File: config.mk
export PLATFORM = sky130hd
export DESIGN_NAME = branch_rs_flat
export DESIGN_NICKNAME = d
export VERILOG_FILES = /design/src/rtl/branch_rs_pkg.sv /design/src/rtl/branch_rs_if.sv /design/src/rtl/branch_rs.sv /design/src/flat_wrapper.sv
export SDC_FILE = /design/constraint.sdc
export NUM_CORES = 1
export LEC_CHECK = 0
export CORE_MARGIN = 2
export CORE_UTILIZATION = 30
export CTS_CLUSTER_DIAMETER = 100
export DETAILED_ROUTE_END_ITERATION = 8
export PLACE_DENSITY = 0.54
export SETUP_SLACK_MARGIN = 0.05
export SLEW_MARGIN = 20
export SYNTH_ARGS = -nofsm -noshare
export SYNTH_HDL_FRONTEND = slang
export SYNTH_SLANG_ARGS = --single-unit
File: constraint.sdc
create_clock -name clk -period 7.9 [get_ports clk]
set_input_delay 1.58 -clock clk [delete_from_list [all_inputs] [get_ports clk]]
set_output_delay 1.58 -clock clk [all_outputs]
set_load 0.05 [all_outputs]
File: src/rtl/branch_rs_pkg.sv
// Shared types for the branch reservation station: operand/tag widths,
// branch opcodes and the stored entry layout.
package branch_rs_pkg;

  typedef logic [31:0] addr_t;
  typedef logic [31:0] dword_t;
  typedef logic [3:0]  regtag_t;
  typedef logic [2:0]  sinst_t;

  localparam regtag_t UNLOCKED = 4'd0;

  localparam sinst_t BR_BEQ  = 3'd0;
  localparam sinst_t BR_BNE  = 3'd1;
  localparam sinst_t BR_BLT  = 3'd4;
  localparam sinst_t BR_BGE  = 3'd5;
  localparam sinst_t BR_BLTU = 3'd6;
  localparam sinst_t BR_BGEU = 3'd7;

  typedef struct packed {
    sinst_t  op;
    addr_t   pc;
    dword_t  offset;
    regtag_t tagx;
    regtag_t tagy;
    dword_t  datax;
    dword_t  datay;
  } rs_entry_t;

  function automatic logic ops_ready(rs_entry_t e);
    return (e.tagx == UNLOCKED) && (e.tagy == UNLOCKED);
  endfunction

endpackage

File: src/rtl/branch_rs_if.sv
// Dispatch, result-broadcast, flush and issue signals of the branch
// reservation station; master drives dispatch/CDB, slave is the station.
interface branch_rs_if;
  import branch_rs_pkg::*;

  logic    alloc_en_in;
  sinst_t  alloc_op_in;
  addr_t   alloc_pc_in;
  dword_t  alloc_offset_in;
  regtag_t alloc_tagx_in;
  regtag_t alloc_tagy_in;
  dword_t  alloc_datax_in;
  dword_t  alloc_datay_in;
  logic    cdb_en_in;
  regtag_t cdb_tag_in;
  dword_t  cdb_data_in;
  logic    flush_in;

  logic    full_out;
  logic    branch_busy_out;
  sinst_t  branch_op_out;
  addr_t   pc_out;
  dword_t  offset_out;
  regtag_t branch_tagx_out;
  regtag_t branch_tagy_out;
  dword_t  branch_datax_out;
  dword_t  branch_datay_out;

  modport master (
    output alloc_en_in, alloc_op_in, alloc_pc_in, alloc_offset_in,
           alloc_tagx_in, alloc_tagy_in, alloc_datax_in, alloc_datay_in,
           cdb_en_in, cdb_tag_in, cdb_data_in, flush_in,
    input  full_out, branch_busy_out, branch_op_out, pc_out, offset_out,
           branch_tagx_out, branch_tagy_out, branch_datax_out, branch_datay_out
  );

  modport slave (
    input  alloc_en_in, alloc_op_in, alloc_pc_in, alloc_offset_in,
           alloc_tagx_in, alloc_tagy_in, alloc_datax_in, alloc_datay_in,
           cdb_en_in, cdb_tag_in, cdb_data_in, flush_in,
    output full_out, branch_busy_out, branch_op_out, pc_out, offset_out,
           branch_tagx_out, branch_tagy_out, branch_datax_out, branch_datay_out
  );

endinterface

File: src/rtl/branch_rs.sv
// 4-entry in-order branch reservation station: captures operands from the
// CDB, issues the head entry once both operands are present.
module branch_rs
  import branch_rs_pkg::*;
(
  input  logic        clk,
  input  logic        rst,
  input  logic        rdy,
  branch_rs_if.slave  rs
);

  localparam int DEPTH = 4;
  localparam int PW    = 2;

  logic [PW-1:0]    head_q, head_d, tail_q, tail_d;
  logic [2:0]       count_q, count_d;
  logic [DEPTH-1:0] vld_q, vld_d;
  logic             full_q, full_d;
  logic             busy_q, busy_d;
  rs_entry_t        out_q, out_d;
  rs_entry_t        ent_q [DEPTH];
  rs_entry_t        ent_d [DEPTH];
  rs_entry_t        new_ent;
  logic [DEPTH-1:0] wake_x, wake_y;
  logic             do_issue, do_alloc;

  for (genvar i = 0; i < DEPTH; i++) begin : g_wake
    assign wake_x[i] = rs.cdb_en_in && vld_q[i] && (ent_q[i].tagx == rs.cdb_tag_in);
    assign wake_y[i] = rs.cdb_en_in && vld_q[i] && (ent_q[i].tagy == rs.cdb_tag_in);
  end

  // Incoming branch picks up a same-cycle broadcast so it never misses its producer.
  always_comb begin
    new_ent.op     = rs.alloc_op_in;
    new_ent.pc     = rs.alloc_pc_in;
    new_ent.offset = rs.alloc_offset_in;
    new_ent.tagx   = rs.alloc_tagx_in;
    new_ent.tagy   = rs.alloc_tagy_in;
    new_ent.datax  = rs.alloc_datax_in;
    new_ent.datay  = rs.alloc_datay_in;
    if (rs.cdb_en_in && rs.alloc_tagx_in != UNLOCKED && rs.alloc_tagx_in == rs.cdb_tag_in) begin
      new_ent.tagx  = UNLOCKED;
      new_ent.datax = rs.cdb_data_in;
    end
    if (rs.cdb_en_in && rs.alloc_tagy_in != UNLOCKED && rs.alloc_tagy_in == rs.cdb_tag_in) begin
      new_ent.tagy  = UNLOCKED;
      new_ent.datay = rs.cdb_data_in;
    end
  end

  assign do_issue = (count_q != 3'd0) && ops_ready(ent_q[head_q]);
  assign do_alloc = rs.alloc_en_in && !full_q;

  always_comb begin
    head_d  = head_q;
    tail_d  = tail_q;
    count_d = count_q;
    vld_d   = vld_q;
    full_d  = full_q;
    busy_d  = busy_q;
    out_d   = out_q;
    ent_d   = ent_q;
    if (rdy) begin
      if (rs.flush_in) begin
        head_d  = '0;
        tail_d  = '0;
        count_d = '0;
        vld_d   = '0;
        full_d  = 1'b0;
        busy_d  = 1'b0;
      end else begin
        for (int i = 0; i < DEPTH; i++) begin
          if (wake_x[i]) begin
            ent_d[i].tagx  = UNLOCKED;
            ent_d[i].datax = rs.cdb_data_in;
          end
          if (wake_y[i]) begin
            ent_d[i].tagy  = UNLOCKED;
            ent_d[i].datay = rs.cdb_data_in;
          end
        end
        // Issue reads pre-wakeup state: a broadcast never bypasses straight to the output.
        busy_d = do_issue;
        if (do_issue) begin
          out_d         = ent_q[head_q];
          vld_d[head_q] = 1'b0;
          head_d        = head_q + 2'd1;
        end
        if (do_alloc) begin
          ent_d[tail_q] = new_ent;
          vld_d[tail_q] = 1'b1;
          tail_d        = tail_q + 2'd1;
        end
        count_d = count_q + 3'(do_alloc) - 3'(do_issue);
        full_d  = (count_d == 3'd4);
      end
    end
  end

  always_ff @(posedge clk) begin
    if (rst) begin
      head_q  <= '0;
      tail_q  <= '0;
      count_q <= '0;
      vld_q   <= '0;
      full_q  <= 1'b0;
      busy_q  <= 1'b0;
      out_q   <= '{op: '0, pc: '0, offset: '0, tagx: UNLOCKED, tagy: UNLOCKED,
                   datax: '0, datay: '0};
    end else begin
      head_q  <= head_d;
      tail_q  <= tail_d;
      count_q <= count_d;
      vld_q   <= vld_d;
      full_q  <= full_d;
      busy_q  <= busy_d;
      out_q   <= out_d;
    end
  end

  // Payload is qualified by vld_q, so it needs no reset.
  always_ff @(posedge clk) begin
    ent_q <= ent_d;
  end

  assign rs.full_out         = full_q;
  assign rs.branch_busy_out  = busy_q;
  assign rs.branch_op_out    = out_q.op;
  assign rs.pc_out           = out_q.pc;
  assign rs.offset_out       = out_q.offset;
  assign rs.branch_tagx_out  = out_q.tagx;
  assign rs.branch_tagy_out  = out_q.tagy;
  assign rs.branch_datax_out = out_q.datax;
  assign rs.branch_datay_out = out_q.datay;

endmodule

File: src/flat_wrapper.sv
// flat-port wrapper written by rule: the top's interface ports become plain ports
module branch_rs_flat import branch_rs_pkg::*;
  (clk, rst, rdy, rs_alloc_en_in, rs_alloc_op_in, rs_alloc_pc_in, rs_alloc_offset_in, rs_alloc_tagx_in, rs_alloc_tagy_in, rs_alloc_datax_in, rs_alloc_datay_in, rs_cdb_en_in, rs_cdb_tag_in, rs_cdb_data_in, rs_flush_in, rs_full_out, rs_branch_busy_out, rs_branch_op_out, rs_pc_out, rs_offset_out, rs_branch_tagx_out, rs_branch_tagy_out, rs_branch_datax_out, rs_branch_datay_out);
  branch_rs_if rs_i ();
  input  logic clk;
  input  logic rst;
  input  logic rdy;
  input wire logic [$bits(rs_i.alloc_en_in)-1:0] rs_alloc_en_in;
  input wire logic [$bits(rs_i.alloc_op_in)-1:0] rs_alloc_op_in;
  input wire logic [$bits(rs_i.alloc_pc_in)-1:0] rs_alloc_pc_in;
  input wire logic [$bits(rs_i.alloc_offset_in)-1:0] rs_alloc_offset_in;
  input wire logic [$bits(rs_i.alloc_tagx_in)-1:0] rs_alloc_tagx_in;
  input wire logic [$bits(rs_i.alloc_tagy_in)-1:0] rs_alloc_tagy_in;
  input wire logic [$bits(rs_i.alloc_datax_in)-1:0] rs_alloc_datax_in;
  input wire logic [$bits(rs_i.alloc_datay_in)-1:0] rs_alloc_datay_in;
  input wire logic [$bits(rs_i.cdb_en_in)-1:0] rs_cdb_en_in;
  input wire logic [$bits(rs_i.cdb_tag_in)-1:0] rs_cdb_tag_in;
  input wire logic [$bits(rs_i.cdb_data_in)-1:0] rs_cdb_data_in;
  input wire logic [$bits(rs_i.flush_in)-1:0] rs_flush_in;
  output wire logic [$bits(rs_i.full_out)-1:0] rs_full_out;
  output wire logic [$bits(rs_i.branch_busy_out)-1:0] rs_branch_busy_out;
  output wire logic [$bits(rs_i.branch_op_out)-1:0] rs_branch_op_out;
  output wire logic [$bits(rs_i.pc_out)-1:0] rs_pc_out;
  output wire logic [$bits(rs_i.offset_out)-1:0] rs_offset_out;
  output wire logic [$bits(rs_i.branch_tagx_out)-1:0] rs_branch_tagx_out;
  output wire logic [$bits(rs_i.branch_tagy_out)-1:0] rs_branch_tagy_out;
  output wire logic [$bits(rs_i.branch_datax_out)-1:0] rs_branch_datax_out;
  output wire logic [$bits(rs_i.branch_datay_out)-1:0] rs_branch_datay_out;
  assign rs_i.alloc_en_in = rs_alloc_en_in;
  assign rs_i.alloc_op_in = rs_alloc_op_in;
  assign rs_i.alloc_pc_in = rs_alloc_pc_in;
  assign rs_i.alloc_offset_in = rs_alloc_offset_in;
  assign rs_i.alloc_tagx_in = rs_alloc_tagx_in;
  assign rs_i.alloc_tagy_in = rs_alloc_tagy_in;
  assign rs_i.alloc_datax_in = rs_alloc_datax_in;
  assign rs_i.alloc_datay_in = rs_alloc_datay_in;
  assign rs_i.cdb_en_in = rs_cdb_en_in;
  assign rs_i.cdb_tag_in = rs_cdb_tag_in;
  assign rs_i.cdb_data_in = rs_cdb_data_in;
  assign rs_i.flush_in = rs_flush_in;
  assign rs_full_out = rs_i.full_out;
  assign rs_branch_busy_out = rs_i.branch_busy_out;
  assign rs_branch_op_out = rs_i.branch_op_out;
  assign rs_pc_out = rs_i.pc_out;
  assign rs_offset_out = rs_i.offset_out;
  assign rs_branch_tagx_out = rs_i.branch_tagx_out;
  assign rs_branch_tagy_out = rs_i.branch_tagy_out;
  assign rs_branch_datax_out = rs_i.branch_datax_out;
  assign rs_branch_datay_out = rs_i.branch_datay_out;
  branch_rs u_core (.clk(clk), .rst(rst), .rdy(rdy), .rs(rs_i));
endmodule
==> flow_metrics.tcl <==
set metrics [dict create \
    synth-seq-cells 708 \
    dieHeight_um 331.9 \
    clock-root-buffer "clkbuf_16" \
    rsz0062_at_grt "false" \
    syn_area_um2 32260 \
    fin_crit_sh_pct 65.48 \
    crit_cells 6 \
    critical_path.slowest_cell "buf_4" \
    rr_worst_depth 14 \
    drt_first_pass_iters 7 \
    cp_data_arrival_time_ns 5.45 \
    syn-mean-instance-area_um2 14.81 \
    crit_type "primary input to flop" \
    die_x_um 331.9 \
    fin_cells 3918 \
    post-place-cells 3754 \
    cts_max_level 3 \
    dr.first_iter.drc_count 2032 \
    max_freq_mhz 193.3 \
    critPathCaptureType "flop" \
    grt_max_degree 201 \
    ys_types 43 \
    yosys.area.top_type "edfxtp_1" \
    grt.met1_usage_pct 23.29 \
    grt.total_usage_pct 17.84 \
    period_needed_ns 5.173 \
    cp-start-kind "primary input" \
    wl_per_cell_um 25.73 \
    hpwlAfterDp_um 58680 \
    ys_warn_count 0 \
    num_rows 120 \
    slew_headroom_pct 30.11 \
    path_cells "clkdlybuf4s50_1, nand2b_1, clkinvlp_4, buf_12, buf_16, buf_4" \
    status "finished clean" \
    antenna_left 0 \
    path_delay_family "buffers and inverters" \
    yosysMostFrequentCell "edfxtp_1" \
    grt-ovfl-total 0 \
    fin_tns_setup_ns 0 \
    p_leak_nw 12.70 \
    clock_sinks 708 \
    cts.repair.resized 0 \
    setup_viol 0 \
    post-cts-setup-buffers 0 \
    maxCapViolCount 0 \
    nNetsFinal 2629 \
    met2_usage_pct 28.19 \
    rrSetupSlack_ns 3.18 \
    area_growth_syn_to_layout_pct 23.80 \
    synthFlopType "edfxtp_1" \
    antenna_found_initial 28 \
    grt_use_met3_pct 5.780 \
    hp-class "flop to flop" \
    seq_area_frac_synth_pct 61.18 \
    die-area_um2 110200 \
    clk_latency_ns 0.66 \
    gp_congestion 0.7846 \
    start_util_pct 30.18 \
    synth_edf_count 556 \
    grt-busiest-layer "met2" \
    drive_above_1_share_pct 13.29 \
    vdd_ir_drop_max_uv 159.9 \
    synth_cells 2178 \
    io_buffers 321 \
    synthTopCellsByCount "556 x edfxtp_1, 263 x nand2b_1, 261 x and2_1, 257 x a221o_1, 152 x dfxtp_1" \
    cts_tree "yes" \
    drt-vias-per-instance 5.384 \
    grt_pass1_wl_um 148000 \
    yosys.area.top_type_share_pct 51.75 \
    fp.coreArea_um2 106900 \
    required_ns 8.17 \
    numCtsBuffers 83 \
    cts_hold_buf 0 \
    io_pins 322 \
    crit_fanout 143 \
    cts_buffer_depth 3 \
    drv_slew 0 \
    grt_pass1_vias 22000 \
    finalHoldViolations 0 \
    cts.clk_slew.worst_paths_ns 0.06 \
    cpPeakStageDelay_ns 0.82 \
    path_buf_inv 5 \
    synthArstFlopShare_pct 0 \
    remaining_drc_errors 0 \
    skew_ns 0.03212 \
    via_count 21100 \
    drt_wl_total_um 100800 \
    tightest_slew_ns 1.048 \
    ys_top_cells_by_area "edfxtp_1 52%, dfxtp_1 9.4%, mux4_2 9.1%" \
    syn-num-nets 2370 \
    whs_path_depth 2 \
    pwr_density_cell_nw_per_um2 217.1 \
]
[power by group]
part           total [mW]  switching, mW  internal [mW]
clock                4.00           1.61           2.39
sequential           4.15         0.0397           4.11
combinational       0.517          0.271          0.246
total                8.67           1.92           6.75
[worst register-to-register path, delay by kind of cell (launching register included)]
family,cells,cell delay (ns)
AOI/OAI and AO/OA,3,0.81
buffers and inverters,3,0.71
DFF,1,0.89
adders and majority gates,3,0.84
xor gates and xnor gates,2,0.34
and+or+nand+nor,3,1.05
[per-stage QoR]
stage,instance area (µm²),util (%),hold slack [ns],power (mW),worst slack [ns]
floorplan,32270,-,0.4659,4.505,0.9365
global placement,37060,34.67,0.4592,4.717,2.390
detailed placement,37060,34.67,0.4633,4.743,2.237
CTS,39890,37.32,0.4738,8.765,2.953
global route,39930,37.35,0.4887,8.961,2.612
finish,39940,37.36,0.4728,8.671,2.727
[state kept, by name, indices dropped and copies added, names as in the netlist]
signal,flops
u_core.rs.branch_op_out,3
u_core.rs.branch_tagx_out,4
u_core.rs.branch_datax_out,32
u_core.rs.branch_busy_out,1
u_core.rs.branch_datay_out,32
u_core.vld_q,4
u_core.head_q,2
u_core.ent_q,556
u_core.rs.branch_tagy_out,4
u_core.rs.full_out,1
u_core.rs.offset_out,32
u_core.rs.pc_out,32
u_core.tail_q,2
u_core.count_q,3
[routing by layer]
| metal | up-vias | part of all wire [%] |
|---|---|---|
| li1 | 9054 | - |
| met1 | 10840 | 41 |
| met2 | 994 | 47 |
| met3 | 172 | 9.8 |
| met4 | 38 | 2.0 |
| met5 | - | 0.24 |
[worst paths after layout]
kind                                                 endpoint                     startpoint
worst max-delay path                        u_core.ent_q[309]                            rdy
worst min-delay path            u_core.rs.branch_datax_out[2]  u_core.rs.branch_datax_out[2]
worst max register to register             u_core.rs.full_out               u_core.head_q[0]
worst min register to register  u_core.rs.branch_datax_out[2]  u_core.rs.branch_datax_out[2]
[cell families after synthesis]
kind of cell             synth area share, %
flip-flops                             61.18
AND/OR/NAND/NOR                        11.54
AO/OA/AOI/OAI                          9.896
multiplexers                           13.21
buffers and inverters                  2.637
XOR/XNOR                               1.086
adder cells (fa/ha/maj)               0.4498
[layout by cell type, fill, tap and decap left out, types with 9 or more instances in the layout]
master           Yosys  layout
clkbuf_16            0      86
a22o_1              32      32
diode_2              0       9
ha_1                10      10
nor2_1              33      21
nor3_1              16      16
clkinv_1             0      10
nor2_4               0      12
and2_1             261     261
mux2i_1            131     131
edfxtp_1           556     556
nand2_1             12      12
clkdlybuf4s50_1      0     320
a221o_1            257     257
xor2_1              32      32
nand2b_1           263     263
a21oi_1             25      17
mux4_2             131     131
nand3_1              9       9
bufinv_16            0      10
clkbuf_1           120      19
dfxtp_1            152     150
buf_4                2      39
[layout make-up]
| cell class | instances | area, µm² |
|---|---|---|
| Antenna cell | 9 | 22.52 |
| Clock buffer | 110 | 2292 |
| Clock inverter | 44 | 540.5 |
| Fill cell | 10030 | 66960 |
| Inverter | 9 | 37.54 |
| Multi-Input combinational cell | 1271 | 11950 |
| Sequential cell | 708 | 19750 |
| Tap cell | 1403 | 1755 |
| Timing Repair Buffer | 364 | 3597 |
Note: power is estimated with default switching activity, not from simulation.
